**src/rtl/riscv_pkg.sv**
```systemverilog
// riscv_pkg: ALU opcodes, forwarding select encoding and the ID/EX control bundle.
package riscv_pkg;
    localparam logic [3:0] ALU_AND  = 4'b0000;
    localparam logic [3:0] ALU_OR   = 4'b0001;
    localparam logic [3:0] ALU_ADD  = 4'b0010;
    localparam logic [3:0] ALU_XOR  = 4'b0101;
    localparam logic [3:0] ALU_SUB  = 4'b0110;
    localparam logic [3:0] ALU_EQ   = 4'b1000;
    localparam logic [3:0] ALU_ADDI = 4'b1100;

    typedef enum logic [1:0] {FWD_REG, FWD_EXM, FWD_WB} fwd_sel_e;

    typedef struct packed {
        logic valid;
        logic reg_write;
        logic mem_read;
        logic mem_write;
        logic mem_to_reg;
        logic alu_src;
    } id_ex_ctrl_t;
endpackage

```
**src/rtl/forwarding_unit.sv**
```systemverilog
// forwarding_unit: picks the youngest in-flight producer of each source register.
module forwarding_unit import riscv_pkg::*; #(
    parameter int REG_IDX = 5
) (
    input  logic [REG_IDX-1:0] rs1,
    input  logic [REG_IDX-1:0] rs2,
    input  logic [REG_IDX-1:0] exm_rd,
    input  logic               exm_reg_write,
    input  logic [REG_IDX-1:0] wb_rd,
    input  logic               wb_reg_write,
    output fwd_sel_e           fwd_a,
    output fwd_sel_e           fwd_b
);
    function automatic fwd_sel_e sel(input logic [REG_IDX-1:0] r);
        return (r == '0) ? FWD_REG :
               (exm_reg_write && exm_rd == r) ? FWD_EXM :
               (wb_reg_write && wb_rd == r) ? FWD_WB : FWD_REG;
    endfunction

    assign fwd_a = sel(rs1);
    assign fwd_b = sel(rs2);
endmodule

```
**src/rtl/id_ex_stage.sv**
```systemverilog
// id_ex_stage: ID/EX register with ALU operand muxing and hazard stall; ID_EX_FORWARDING_EN enables bypassing.
module id_ex_stage import riscv_pkg::*; #(
    parameter int DATA_WIDTH    = 32,
    parameter int OPCODE_LENGTH = 4,
    parameter int REG_IDX       = 5
) (
    input  logic                     clk,
    input  logic                     reset,
    input  logic                     id_valid,
    input  logic [DATA_WIDTH-1:0]    id_rs1_data,
    input  logic [DATA_WIDTH-1:0]    id_rs2_data,
    input  logic [DATA_WIDTH-1:0]    id_imm,
    input  logic [REG_IDX-1:0]       id_rs1,
    input  logic [REG_IDX-1:0]       id_rs2,
    input  logic [REG_IDX-1:0]       id_rd,
    input  logic [OPCODE_LENGTH-1:0] id_alu_op,
    input  logic                     id_alu_src,
    input  logic                     id_reg_write,
    input  logic                     id_mem_read,
    input  logic                     id_mem_write,
    input  logic                     id_mem_to_reg,
    input  logic                     flush,
    input  logic [REG_IDX-1:0]       exm_rd,
    input  logic                     exm_reg_write,
    input  logic [DATA_WIDTH-1:0]    exm_result,
    input  logic [REG_IDX-1:0]       wb_rd,
    input  logic                     wb_reg_write,
    input  logic [DATA_WIDTH-1:0]    wb_result,
    output logic                     stall,
    output logic [DATA_WIDTH-1:0]    SrcA,
    output logic [DATA_WIDTH-1:0]    SrcB,
    output logic [OPCODE_LENGTH-1:0] Operation,
    output logic [DATA_WIDTH-1:0]    ex_store_data,
    output logic                     ex_valid,
    output logic                     ex_reg_write,
    output logic                     ex_mem_read,
    output logic                     ex_mem_write,
    output logic                     ex_mem_to_reg,
    output logic [REG_IDX-1:0]       ex_rd
);
    id_ex_ctrl_t              ctrl, id_ctrl;
    logic [REG_IDX-1:0]       rs1, rs2;
    logic [OPCODE_LENGTH-1:0] alu_op;
    logic [DATA_WIDTH-1:0]    rs1_data, rs2_data, imm, opa, opb;
    logic                     hazard, bubble;

    assign id_ctrl = '{valid: 1'b1, reg_write: id_reg_write, mem_read: id_mem_read,
                       mem_write: id_mem_write, mem_to_reg: id_mem_to_reg, alu_src: id_alu_src};
    assign bubble  = flush | stall | !id_valid;

    always_ff @(posedge clk or negedge reset) begin
        if (!reset) begin
            ctrl     <= '0;
            rs1      <= '0;
            rs2      <= '0;
            ex_rd    <= '0;
            alu_op   <= '0;
            rs1_data <= '0;
            rs2_data <= '0;
            imm      <= '0;
        end else begin
            ctrl     <= bubble ? '0 : id_ctrl;
            rs1      <= bubble ? '0 : id_rs1;
            rs2      <= bubble ? '0 : id_rs2;
            ex_rd    <= bubble ? '0 : id_rd;
            alu_op   <= bubble ? '0 : id_alu_op;
            rs1_data <= bubble ? '0 : id_rs1_data;
            rs2_data <= bubble ? '0 : id_rs2_data;
            imm      <= bubble ? '0 : id_imm;
        end
    end

`ifdef ID_EX_FORWARDING_EN
    fwd_sel_e sel_a, sel_b;

    forwarding_unit #(.REG_IDX(REG_IDX)) u_fwd (
        .rs1(rs1), .rs2(rs2), .exm_rd(exm_rd), .exm_reg_write(exm_reg_write),
        .wb_rd(wb_rd), .wb_reg_write(wb_reg_write), .fwd_a(sel_a), .fwd_b(sel_b)
    );

    assign opa = (sel_a == FWD_EXM) ? exm_result : (sel_a == FWD_WB) ? wb_result : rs1_data;
    assign opb = (sel_b == FWD_EXM) ? exm_result : (sel_b == FWD_WB) ? wb_result : rs2_data;
    // Only a load result arrives too late to bypass.
    assign hazard = ctrl.valid & ctrl.mem_read & (ex_rd != '0) & id_valid &
                    ((ex_rd == id_rs1) | (ex_rd == id_rs2));
`else
    logic unused_fwd;
    logic raw1, raw2;

    assign unused_fwd = ^{exm_result, wb_rd, wb_reg_write, wb_result, rs1, rs2};
    assign opa  = rs1_data;
    assign opb  = rs2_data;
    // MEM/WB is covered by the write-before-read register file.
    assign raw1 = (id_rs1 != '0) & ((ctrl.valid & ctrl.reg_write & (ex_rd == id_rs1)) |
                                    (exm_reg_write & (exm_rd == id_rs1)));
    assign raw2 = (id_rs2 != '0) & ((ctrl.valid & ctrl.reg_write & (ex_rd == id_rs2)) |
                                    (exm_reg_write & (exm_rd == id_rs2)));
    assign hazard = id_valid & (raw1 | raw2);
`endif

    assign stall         = reset & hazard;
    assign SrcA          = opa;
    // ADDI hands the ALU its 12-bit immediate in the top bits; the ALU sign-extends it.
    assign SrcB          = (alu_op == OPCODE_LENGTH'(ALU_ADDI)) ? {imm[11:0], {(DATA_WIDTH-12){1'b0}}} :
                           ctrl.alu_src ? imm : opb;
    assign Operation     = alu_op;
    assign ex_store_data = opb;
    assign ex_valid      = ctrl.valid;
    assign ex_reg_write  = ctrl.reg_write;
    assign ex_mem_read   = ctrl.mem_read;
    assign ex_mem_write  = ctrl.mem_write;
    assign ex_mem_to_reg = ctrl.mem_to_reg;
endmodule

```
**config.mk**
```make
export PLATFORM = sky130hd
export DESIGN_NAME = id_ex_stage
export DESIGN_NICKNAME = d
export VERILOG_FILES = /design/src/rtl/riscv_pkg.sv /design/src/rtl/forwarding_unit.sv /design/src/rtl/id_ex_stage.sv
export SDC_FILE = /design/constraint.sdc
export NUM_CORES = 1
export LEC_CHECK = 0
export BUFFER_PORTS_ARGS = -buffer_cell sky130_fd_sc_hd__buf_4
export CORE_AREA = 3 3 119 121
export CTS_BUF_LIST = sky130_fd_sc_hd__clkbuf_4 sky130_fd_sc_hd__clkbuf_8
export DETAILED_ROUTE_END_ITERATION = 10
export DIE_AREA = 0 0 122 124
export HOLD_SLACK_MARGIN = 0.06
export PLACE_DENSITY_LB_ADDON = 0.2
export SLEW_MARGIN = 20
export SYNTH_ARGS = -nofsm -noshare
export SYNTH_HDL_FRONTEND = slang
export SYNTH_HIERARCHICAL = 1
export SYNTH_SLANG_ARGS = --single-unit
export TNS_END_PERCENT = 1
```
**constraint.sdc**
```tcl
create_clock -name clk -period 3.55 [get_ports clk]
set_input_delay 0.355 -clock clk [delete_from_list [all_inputs] [get_ports clk]]
set_output_delay 0.355 -clock clk [all_outputs]
set_load 0.1 [all_outputs]
```
### Word level (Yosys, flattened, before mapping)

Index checks and enable logic that the tools add are counted.

| word-level totals | value |
|---|---|
| register bits | 111 |
| input port bits | 200 |
| output and inout port bits | 111 |
| word-level logic and storage cells | 41 |

| cells by class | value |
|---|---|
| equal/unequal tests | 5 |
| mux-type cells | 8 |
| bitwise logic cells | 14 |
| reduce and logical (&&, ||, !) cells | 3 |

Operator list:

| operator | count |
|---|---|
| 2-to-1 mux 32 bit | 5 |
| == test 5 bit | 4 |
| nonzero test 5 bit | 2 |
| bitwise AND 1 bit | 9 |
| 2-to-1 mux 6 bit | 1 |
| 2-to-1 mux 5 bit | 1 |
| bitwise OR 1 bit | 5 |
| == test 4 bit, second input constant | 1 |
| 2-to-1 mux 4 bit | 1 |
| logical NOT 1 bit | 1 |

### Longest topological paths before layout

Gate-level depths: netlist (run 1).

| logic depth | value |
|---|---|
| word-level depth | 10 |
| gate-level depth with buffers | 7 |
| gate-level depth less buffers | 5 |

### Worst setup path after synthesis (run 1)

Ideal clock, no wire load.

| path | value |
|---|---|
| path type | register -> output |
| from | reg alu_op[1] (netlist: Operation[1]) |
| to | out SrcB[23] |
| arrival time | 3539 ps |
| required time | 3195 ps |
| path slack | -344 ps |
| stages on the path, launching flop included | 4 |
| path buffers | 1 |
| path through | dfrtp_1 > nor3_1 > clkbuf_1 > o21ai_0 |

| between the ends | value |
|---|---|
| cells in the longest elaborated chain, start to end | 2 |

RTL lines:

| item | RTL line | source |
|---|---|---|
| start, declared | id_ex_stage.sv:43 | `logic [OPCODE_LENGTH-1:0] alu_op;` |
| start signal, assigned | id_ex_stage.sv:66 | `alu_op <= bubble ? '0 : id_alu_op;` |
| == test 4 bit | id_ex_stage.sv:104 | `assign SrcB = (alu_op == OPCODE_LENGTH'(ALU_ADDI)) ? {imm[11:0], {(DATA_WIDTH-12){1'b0}}} :` |
| 2-to-1 mux 32 bit | id_ex_stage.sv:104 |  |
| end, declared | id_ex_stage.sv:31 | `output logic [DATA_WIDTH-1:0] SrcB,` |

No other way between the ends.

### Final worst setup path (run 1)

| path | value |
|---|---|
| from | reg ctrl[0] (netlist name) |
| to | out SrcB[27] |

| between the ends | value |
|---|---|
| cells in the longest elaborated chain, start to end | 2 |

RTL lines:

| item | RTL line | source |
|---|---|---|
| start, declared | id_ex_stage.sv:41 | `id_ex_ctrl_t ctrl, id_ctrl;` |
| start signal, assigned | id_ex_stage.sv:62 | `ctrl <= bubble ? '0 : id_ctrl;` |
| 2-to-1 mux 32 bit | id_ex_stage.sv:105 | `ctrl.alu_src ? imm : opb;` |
| 2-to-1 mux 32 bit | id_ex_stage.sv:104 |  |

No other way between the ends.

==> metrics.yaml, run 1 <==
floorplan:
  dieWidth_um: 122
  die_area_um2: 15130
  io_pins: 311
  design.core.area_um2: 13190
  start_util_pct: 33.06
  num_rows: 42
  die_y_um: 124
global_routing:
  grt_start_max_net_pins: 62
  grt_pass1_vias: 3587
  grt_pass1_wl_um: 18330
  grt_antenna_before_repair: 0
  gr-usage-all-layers_pct: 15.98
  grt_overflow: 0
logic_synthesis:
  async_flop_share_pct: 100.0
  synth_top_area_share_pct: 63.70
  synth_area_per_cell_um2: 12.15
  synth_edf_count: 0
  yosysMostFrequentCell: "dfrtp_1"
  syn_area_um2: 4360
  synth_flop_cell: "dfrtp_1"
  syn_inst: 359
  ys.warnings.count: 6
  synth_area_leaders: "dfrtp_1 64%, and2_1 16%, mux2i_1 7.3%"
  synth-seq-cells: 111
  syn_nets: 559
  synth.yosys.seq_area_share_pct: 63.70
  synth.distinct_cells: 20
  yosys.area.top_type: "dfrtp_1"
  synth_common_cells: "111 x dfrtp_1, 110 x and2_1, 32 x mux2i_1"
setup_path:
  end_kind: "primary output"
  crit_family: "flip-flops"
  slowest_stage: "dfrtp_2"
  crit_chain: "mux2i_1 -> o21ai_0 -> buf_4"
  critPathRequiredTime_ps: 3190
  worstReg2RegEnd: "imm[12]"
  critPathBufInv: 1
  crit-reg2reg-launch: "ex_rd[3]"
  slowest_delay_ps: 1080
  r2r_cells: 6
  cp_max_fo: 32
  reg2reg_slack_ps: 1640
  critPathArrivalTime_ps: 2220
  start_kind: "flip-flop"
  critPathKind: "flip-flop to primary output"
routing:
  drt_iter0_markers: 122
  vias: 3346
  ant_nets: 0
  met1_length_um: 4446
  avgRoutedWirePerCell_um: 15.62
  drtPass1Iterations: 4
  routed_wl_um: 12120
  top_layer: "met4"
  vias_per_cell: 4.312
  wl_met2_um: 6059
  drc: 0
  met3_wirelength_um: 1419
power:
  p_per_area_nw_per_um2: 422.3
  vdd_drop_max_mv: 0.2470
  p_leak_nw: 3.367
cells_and_area:
  n_antenna_cell: 0
  stdcell_count: 776
  area_delta_synth_final_pct: 49.35
  nFillCells: 1253
  layout-drive-gt1-share_pct: 44.00
  design_area_um2: 6513
  layout.nets: 795
cts:
  cts_resized: 0
  clk_pin_slew_worst_paths_ps: 90
  cts.hold.buffers_added: 0
  cts_buffer_depth: 2
  cts_made_buffers: 9
  htreeDepth: 3
  post_cts_buffers: 0
  clkLatencyLatePin_ps: 370
  cts_tree: "yes"
  cts.sinks: 111
  cts-root-buf: "clkbuf_8"
timing:
  fmax_mhz: 388.8
  grt_setup_unrepaired: "no"
  fin_tns_setup_ps: 0
  fin_crit_sh_pct: 72.45
  clock_skew_ps: 9.180
  hold_viol_final: 0
  min_period_ps: 2572
  slew_headroom_pct: 28.81
  worst_pin_slew_ps: 1068
  setup_viol_count_final: 0
  report.final.slew_viol_count: 0
flow_run:
  maxCapViolations: 0
placed_design:
  postPlaceCellArea_um2: 6344
  port_buffers: 240
  gp_congestion: 0.8747
  dpl.cell_count: 760
  hpwl_um: 9147
worst_hold_path:
  hold_path.class: "input port to async pin"
outcome:
  status: "complete, no violations"
-- worst reg2reg max path, cell delays in order, from the launching register on --
cell and delay (ps):
dfrtp_1 440, xnor2_1 150, nand4_1 110, o22ai_1 150
a221oi_4 320, buf_4 440, and2_1 230
-- cell families (layout without fill, tap and decap cells) --
family / Yosys count / count (layout) / synth area share (%)
AND/OR/NAND/NOR: 158 / 158 / 20.34
flip-flops: 111 / 111 / 63.70
multiplexers: 32 / 32 / 7.346
XOR/XNOR: 20 / 20 / 4.017
buffers and inverters: 20 / 261 / 2.152
AO/OA/AOI/OAI: 18 / 18 / 2.439
-- through the flow --
step                util [%]  hold slack, ps  setup slack [ps]  power, mW
finish                 49.37           104.6             977.9      2.750
global route           49.37           131.9             797.9      2.887
CTS                    49.37           103.0             918.0      2.803
detailed placement     48.09           530.6              1342      2.113
global placement       48.09           521.6              1360      2.106
floorplan                  -           59.41            -344.1      1.853
-- final cells by class --
class | count | area [um2] | area share [%]
clock inverters | 6 | 37.54 | 0.5764
flip-flops and latches | 111 | 2779 | 42.67
well taps | 176 | 220.2 | 3.381
multi-input cells | 228 | 1505 | 23.11
repair buffers | 245 | 1839 | 28.24
clock buffers | 10 | 131.4 | 2.017
-- per-layer routing --
layer / track usage, % / vias to the layer above
li1: - / 1611
met1: 17.35 / 1575
met2: 27.14 / 146
met3: 7.357 / 14
met4: 6.583 / 0
met5: 0 / -
-- report_power, final --
| group | switching, mW | leakage [nW] | total, mW | internal [mW] |
|---|---|---|---|---|
| Combinational | 0.521 | 1.78 | 0.735 | 0.215 |
| Sequential | 0.0311 | 1.49 | 1.34 | 1.31 |
| Clock | 0.410 | 0.0932 | 0.671 | 0.261 |
| Total | 0.962 | 3.37 | 2.75 | 1.79 |
-- cells in the final DEF, fill, tap and decap left out, drive strengths merged --
master	instances
xnor2	20
o22ai	2
nand4	4
nor2	22
nand2b	1
nand2	16
mux2i	32
nor3	3
dfrtp	111
o21ai	12
clkbuf	10
a21oi	2
nand3	2
a22o	1
buf	245
clkinv	6
and2	110
a221oi	1
-- worst max path at each step --
stage / endpoint / from / depth (start not counted) / slack (ps)
floorplan: SrcB[23] / Operation[1] / 3 / -340
global placement: SrcB[24] / ctrl[0] / 3 / 1360
detailed placement: SrcB[29] / ctrl[0] / 3 / 1340
CTS: SrcB[29] / ctrl[0] / 3 / 920
global route: SrcB[29] / ctrl[0] / 3 / 800
finish: SrcB[27] / ctrl[0] / 3 / 980
Note: power is estimated with default switching activity, not from simulation.
==> inputs of run 2 (changes only) <==
- ABC_AREA: default -> 1
- CORE_AREA: 3 3 119 121 -> 3 3 118 120
- DIE_AREA: 0 0 122 124 -> 0 0 121 123
- clock period: 3.55 -> 2.2 ns (I/O delays scaled with it)
==> run 2 against run 1 <==
Non-clock buffer count increased by 114; critical path depth increased by 3; area after synthesis increased by 9.5%; first-iteration DRC count increased to 3.0 times the previous value; flip-flop and latch count unchanged; worst setup slack got worse by 810 ps; sequential share of layout area decreased by 8.8 points; synthesized cell count increased by 57%; highest routed layer unchanged; die area decreased by 1.6%; total power increased by 79%.
==> metrics.yaml, run 2 <==
outcome:
  status: "complete, no violations"
floorplan:
  design.core.area_um2: 13090
  die_area_um2: 14880
  dieWidth_um: 121
  die_y_um: 123
  io_pins: 311
  start_util_pct: 36.48
  num_rows: 42
global_routing:
  grt_overflow: 0
  grt_antenna_before_repair: 0
  grt_start_max_net_pins: 48
  grt_pass1_wl_um: 23170
  grt_pass1_vias: 4893
  gr-usage-all-layers_pct: 20.01
timing:
  hold_viol_final: 0
  slew_headroom_pct: 59.21
  fin_crit_sh_pct: 92.60
  setup_viol_count_final: 0
  worst_pin_slew_ps: 611.8
  clock_skew_ps: 13.20
  fmax_mhz: 490.9
  hold_slack_ps: 247.2
  report.final.slew_viol_count: 0
  min_period_ps: 2037
  grt_setup_unrepaired: "no"
logic_synthesis:
  syn_nets: 764
  yosys.area.top_type: "dfrtp_1"
  synth.yosys.seq_area_share_pct: 58.19
  synth_area_per_cell_um2: 8.463
  synth_top_area_share_pct: 58.19
  ys.warnings.count: 6
  synth_common_cells: "149 x inv_1, 140 x nor2_1, 111 x dfrtp_1"
  syn_area_um2: 4773
  synth_edf_count: 0
  syn_inst: 564
  synth.distinct_cells: 13
  synth_area_leaders: "dfrtp_1 58%, inv_1 12%, nor2_1 11%"
  async_flop_share_pct: 100.0
  yosysMostFrequentCell: "inv_1"
  synth_flop_cell: "dfrtp_1"
  synth-seq-cells: 111
setup_path:
  end_kind: "primary output"
  crit-reg2reg-launch: "ex_rd[1]"
  slowest_stage: "dfrtp_2"
  r2r_cells: 12
  start_kind: "flip-flop"
  cp.depth: 6
  cp_max_fo: 44
  critPathRequiredTime_ps: 1980
  crit_chain: "nor2_1 -> nand3_2 -> buf_12 -> nor2_1 -> a21oi_4 -> buf_4"
  critPathBufInv: 2
  critPathArrivalTime_ps: 1820
  crit_start: "Operation[1]"
  critical_path.most_common_cell: "nor2_1"
  crit_family: "simple AND/OR/NAND/NOR gates"
  critPathKind: "flip-flop to primary output"
  slowest_delay_ps: 420
worst_hold_path:
  hold_path.class: "input port to async pin"
flow_run:
  maxCapViolations: 0
routing:
  ant_nets: 0
  routed_wl_um: 15080
  drt_iter0_markers: 366
  avgRoutedWirePerCell_um: 13.77
  vias_per_cell: 4.237
  drtPass1Iterations: 4
  drc: 0
  vias: 4640
placed_design:
  gp_congestion: 0.8798
  port_buffers: 240
  hpwl_um: 9873
  dpl.cell_count: 968
  postPlaceCellArea_um2: 6937
power:
  vdd_drop_max_mv: 0.4926
  p_leak_nw: 4.890
  power_mw: 4.916
  p_per_area_nw_per_um2: 595.7
cts:
  htreeDepth: 3
  post_cts_buffers: 0
  cts_tree: "yes"
  clkLatencyLatePin_ps: 380
  cts-root-buf: "clkbuf_8"
  clk_pin_slew_worst_paths_ps: 110
  cts_made_buffers: 9
  cts.sinks: 111
  cts_buffer_depth: 2
cells_and_area:
  final_common_cell: "buf_4"
  layout.nets: 1114
  design_area_um2: 8253
  area_delta_synth_final_pct: 72.90
  layout-drive-gt1-share_pct: 34.39
  mostFrequentLayoutCells: "244 x buf_4, 149 x inv_1, 140 x nor2_1, 111 x dlygate4sd3_1, 99 x dfrtp_1"
  stdcell_count: 1095
  n_antenna_cell: 0
[run 2: path summary, 6_finish.rpt]
| check | endpoint | slack [ps] |
|---|---|---|
| max in group asynchronous | Operation[3] | 1010 |
| min in group clk | imm[25] | 330 |
| max | SrcB[31] | 160 |
| min | ex_store_data[23] | 250 |
| min reg2reg | imm[25] | 1210 |
| max reg2reg | SrcA[19] | 420 |
[run 2: final cells by class]
cell class | count | area, um2
Fill cell | 1044 | 4832
Timing Repair Buffer | 359 | 3014
Sequential cell | 111 | 2793
Multi-Input combinational cell | 278 | 1443
Inverter | 155 | 581.8
Tap cell | 176 | 220.2
Clock buffer | 9 | 123.9
Clock inverter | 7 | 77.57
[run 2: per-stage QoR]
stage	util [%]	worst slack [ps]	setup TNS [ps]
2_1_floorplan	-	-59.54	-496.5
3_3_place_gp	53.01	417.5	0
3_5_place_dp	53.01	424.2	0
4_1_cts	63.04	96.36	0
5_1_grt	63.07	22.79	0
6_report	63.07	162.9	0
[run 2: routing by layer]
| layer | track usage, % | up-vias | part of all wire, % |
|---|---|---|---|
| li1 | - | 2283 | - |
| met4 | 9.419 | 0 | 2.6 |
| met5 | 0 | - | 0 |
| met1 | 22.40 | 2149 | 38 |
| met3 | 5.947 | 27 | 8.3 |
| met2 | 35.08 | 181 | 51 |
[run 2: worst reg2reg max path: cells and delay by family, from the launching register on]
kind | cells | cell delay [ps]
buffers and inverters | 2 | 330
and+or+nand+nor | 10 | 950
DFF | 1 | 400
[run 2: logic make-up (layout without fill, tap and decap cells)]
group | after synthesis | after routing | synth area share (%)
buffers and inverters | 175 | 530 | 14.68
and+or+nand+nor | 234 | 234 | 18.64
DFF | 111 | 111 | 58.19
muxes | 32 | 32 | 7.235
AOI/OAI and AO/OA | 12 | 12 | 1.258
[run 2: report_power, final]
| group | switching [mW] | internal [mW] | total (mW) |
|---|---|---|---|
| logic | 0.984 | 0.492 | 1.48 |
| registers | 0.0378 | 2.12 | 2.16 |
| clock network | 0.740 | 0.542 | 1.28 |
| total | 1.76 | 3.15 | 4.92 |
[run 2: repair_timing]
action,4_1_cts,5_1_grt
setup endpoints to repair,0,1
endpoints found under the hold margin,130,0
gates resized for setup,0,1
hold buffers,111,0
==> inputs of run 3 (changes only) <==
- BUFFER_PORTS_ARGS: -buffer_cell sky130_fd_sc_hd__buf_4 -> default
- CORE_AREA: 3 3 118 120 -> 3 3 120 122
- DIE_AREA: 0 0 121 123 -> 0 0 123 125
- DONT_BUFFER_PORTS: default -> 1
- REMOVE_ABC_BUFFERS: default -> 1
==> run 3 against run 2 <==
The run now ends with hold timing left; global-route usage is 2.0 points lower; flip-flop and latch count did not move; maximum frequency is 4.0% higher; clock power is essentially flat; clock skew increased by 1.4 ps; non-clock buffer count down 162; first-iteration DRC count shrank 57%; final area decreased by 11%; total power is 4.0% lower; worst setup slack better by 79 ps; critical path type unchanged; largest cell class is now flip-flops and latches.
==> metrics.yaml, run 3 (synthesized netlist as in run 2, its figures left out) <==
power:
  comb_power_share_pct: 24.1
  vdd_drop_max_mv: 0.4141
  switching_share_pct: 34.90
  p_int_mw: 3.072
  p_seq_share_pct: 48.9
  power.switching_mw: 1.647
  p_per_area_nw_per_um2: 643.8
  p_leak_nw: 4.202
  power_mw: 4.719
  clockPowerShare_pct: 27.0
timing:
  hold_slack_ps: -485.9
  fin_crit_sh_pct: 89.00
  fmax_mhz: 510.7
  setup_ws_ps: 241.9
  slew_headroom_pct: 39.38
  clock_skew_ps: 14.64
  fin_tns_setup_ps: 0
  worst_pin_slew_ps: 909.9
  grt_setup_unrepaired: "no"
  hold_viol_final: 111
  min_period_ps: 1958
  setup_viol_count_final: 0
  report.final.slew_viol_count: 0
floorplan:
  num_rows: 42
  design.core.area_um2: 13300
  start_util_pct: 35.90
  io_pins: 311
  die_area_um2: 15380
  die_y_um: 125
  dieWidth_um: 123
cts:
  cts_buffer_depth: 2
  cts_made_buffers: 9
  clk_pin_slew_worst_paths_ps: 110
  cts.sinks: 111
  post_cts_buffers: 0
  cts_tree: "yes"
  cts_resized: 0
  htreeDepth: 3
  cts.hold.buffers_added: 110
  cts-root-buf: "clkbuf_8"
  clkLatencyLatePin_ps: 380
cells_and_area:
  multi_input_area_um2: 1353
  area_delta_synth_final_pct: 53.55
  final_common_cell: "inv_1"
  nFillCells: 1140
  layout-drive-gt1-share_pct: 18.92
  n_antenna_cell: 0
  seqCellArea_um2: 2779
  mostFrequentLayoutCells: "149 x inv_1, 140 x nor2_1, 110 x dfrtp_1, 110 x dlygate4sd3_1, 84 x nand2_1"
  design_area_um2: 7330
  layout.nets: 952
routing:
  avgRoutedWirePerCell_um: 14.56
  vias: 4063
  ant_nets: 0
  routed_wl_um: 13570
  drtPass1Iterations: 4
  drt_iter0_markers: 158
  vias_per_cell: 4.359
  drc: 0
outcome:
  status: "complete, but fails checks"
  violations: "hold timing"
setup_path:
  crit_chain: "buf_4 -> mux2_2 -> nand2_1 -> inv_1 -> buf_12"
  critPathRequiredTime_ps: 1980
  crit_family: "buffers and inverters"
  end_kind: "primary output"
  critPathArrivalTime_ps: 1740
  crit-reg2reg-launch: "ex_rd[3]"
  slowest_stage: "dfrtp_2"
  r2r_cells: 12
  critPathKind: "flip-flop to primary output"
  worstReg2RegEnd: "imm[10]"
  reg2reg_slack_ps: 390
  cp_max_fo: 20
  start_kind: "flip-flop"
  slowest_delay_ps: 370
  critPathBufInv: 3
worst_hold_path:
  hold_path.class: "input port to async pin"
flow_run:
  maxCapViolations: 0
placed_design:
  hpwl_um: 8743
  gp_congestion: 0.8069
  port_buffers: 0
  postPlaceCellArea_um2: 6025
  pre_cts_slack_ps: 442.9
global_routing:
  grt_pass1_wl_um: 21760
  grt_antenna_before_repair: 0
  grt_start_max_net_pins: 113
  grt_pass1_vias: 4384
  grt_overflow: 0
  gr-usage-all-layers_pct: 18.05
-- run 3: power groups by stage --
stage / Sequential [mW] / Clock, mW / Combinational (mW)
2_1_floorplan: 2.62 / 0 / 0.425
3_3_place_gp: 2.35 / 0 / 0.967
3_5_place_dp: 2.35 / 0 / 0.976
4_1_cts: 2.31 / 1.33 / 1.13
5_1_grt: 2.32 / 1.42 / 1.19
6_report: 2.31 / 1.28 / 1.14
-- run 3: how the worst max path moves through the flow --
stage,startpoint,end,cells past startpoint
2_1_floorplan,Operation[3],SrcB[20],2
3_3_place_gp,ex_rd[1],imm[18],12
3_5_place_dp,ex_rd[3],SrcA[20],12
4_1_cts,ctrl[0],SrcB[2],5
5_1_grt,ex_rd[3],stall,11
6_report,ctrl[0],SrcB[8],5
-- run 3: routing by layer --
layer | routed length [um] | global-route usage, % | part of all wire, % | vias to the layer above
met5 | 0 | 0 | 0 | -
met4 | 361 | 6.515 | 2.7 | 0
met3 | 1457 | 7.859 | 11 | 28
met2 | 6854 | 30.94 | 51 | 186
met1 | 4897 | 19.71 | 36 | 1888
li1 | - | - | - | 1961
-- run 3: per-stage QoR --
step / utilization [%] / cells
global route: 55.13 / 932
CTS: 55.13 / 932
floorplan: - / 544
global placement: 45.31 / 807
detailed placement: 45.31 / 807
finish: 55.13 / 932
-- run 3: final cells by class --
class	instances	area share (%)
sequential	111	37.91
tap	176	3.004
inverter	155	7.938
multi-input combinational	278	18.45
clock buffer	10	1.878
timing repair buffer	197	29.91
clock inverter	5	0.9047
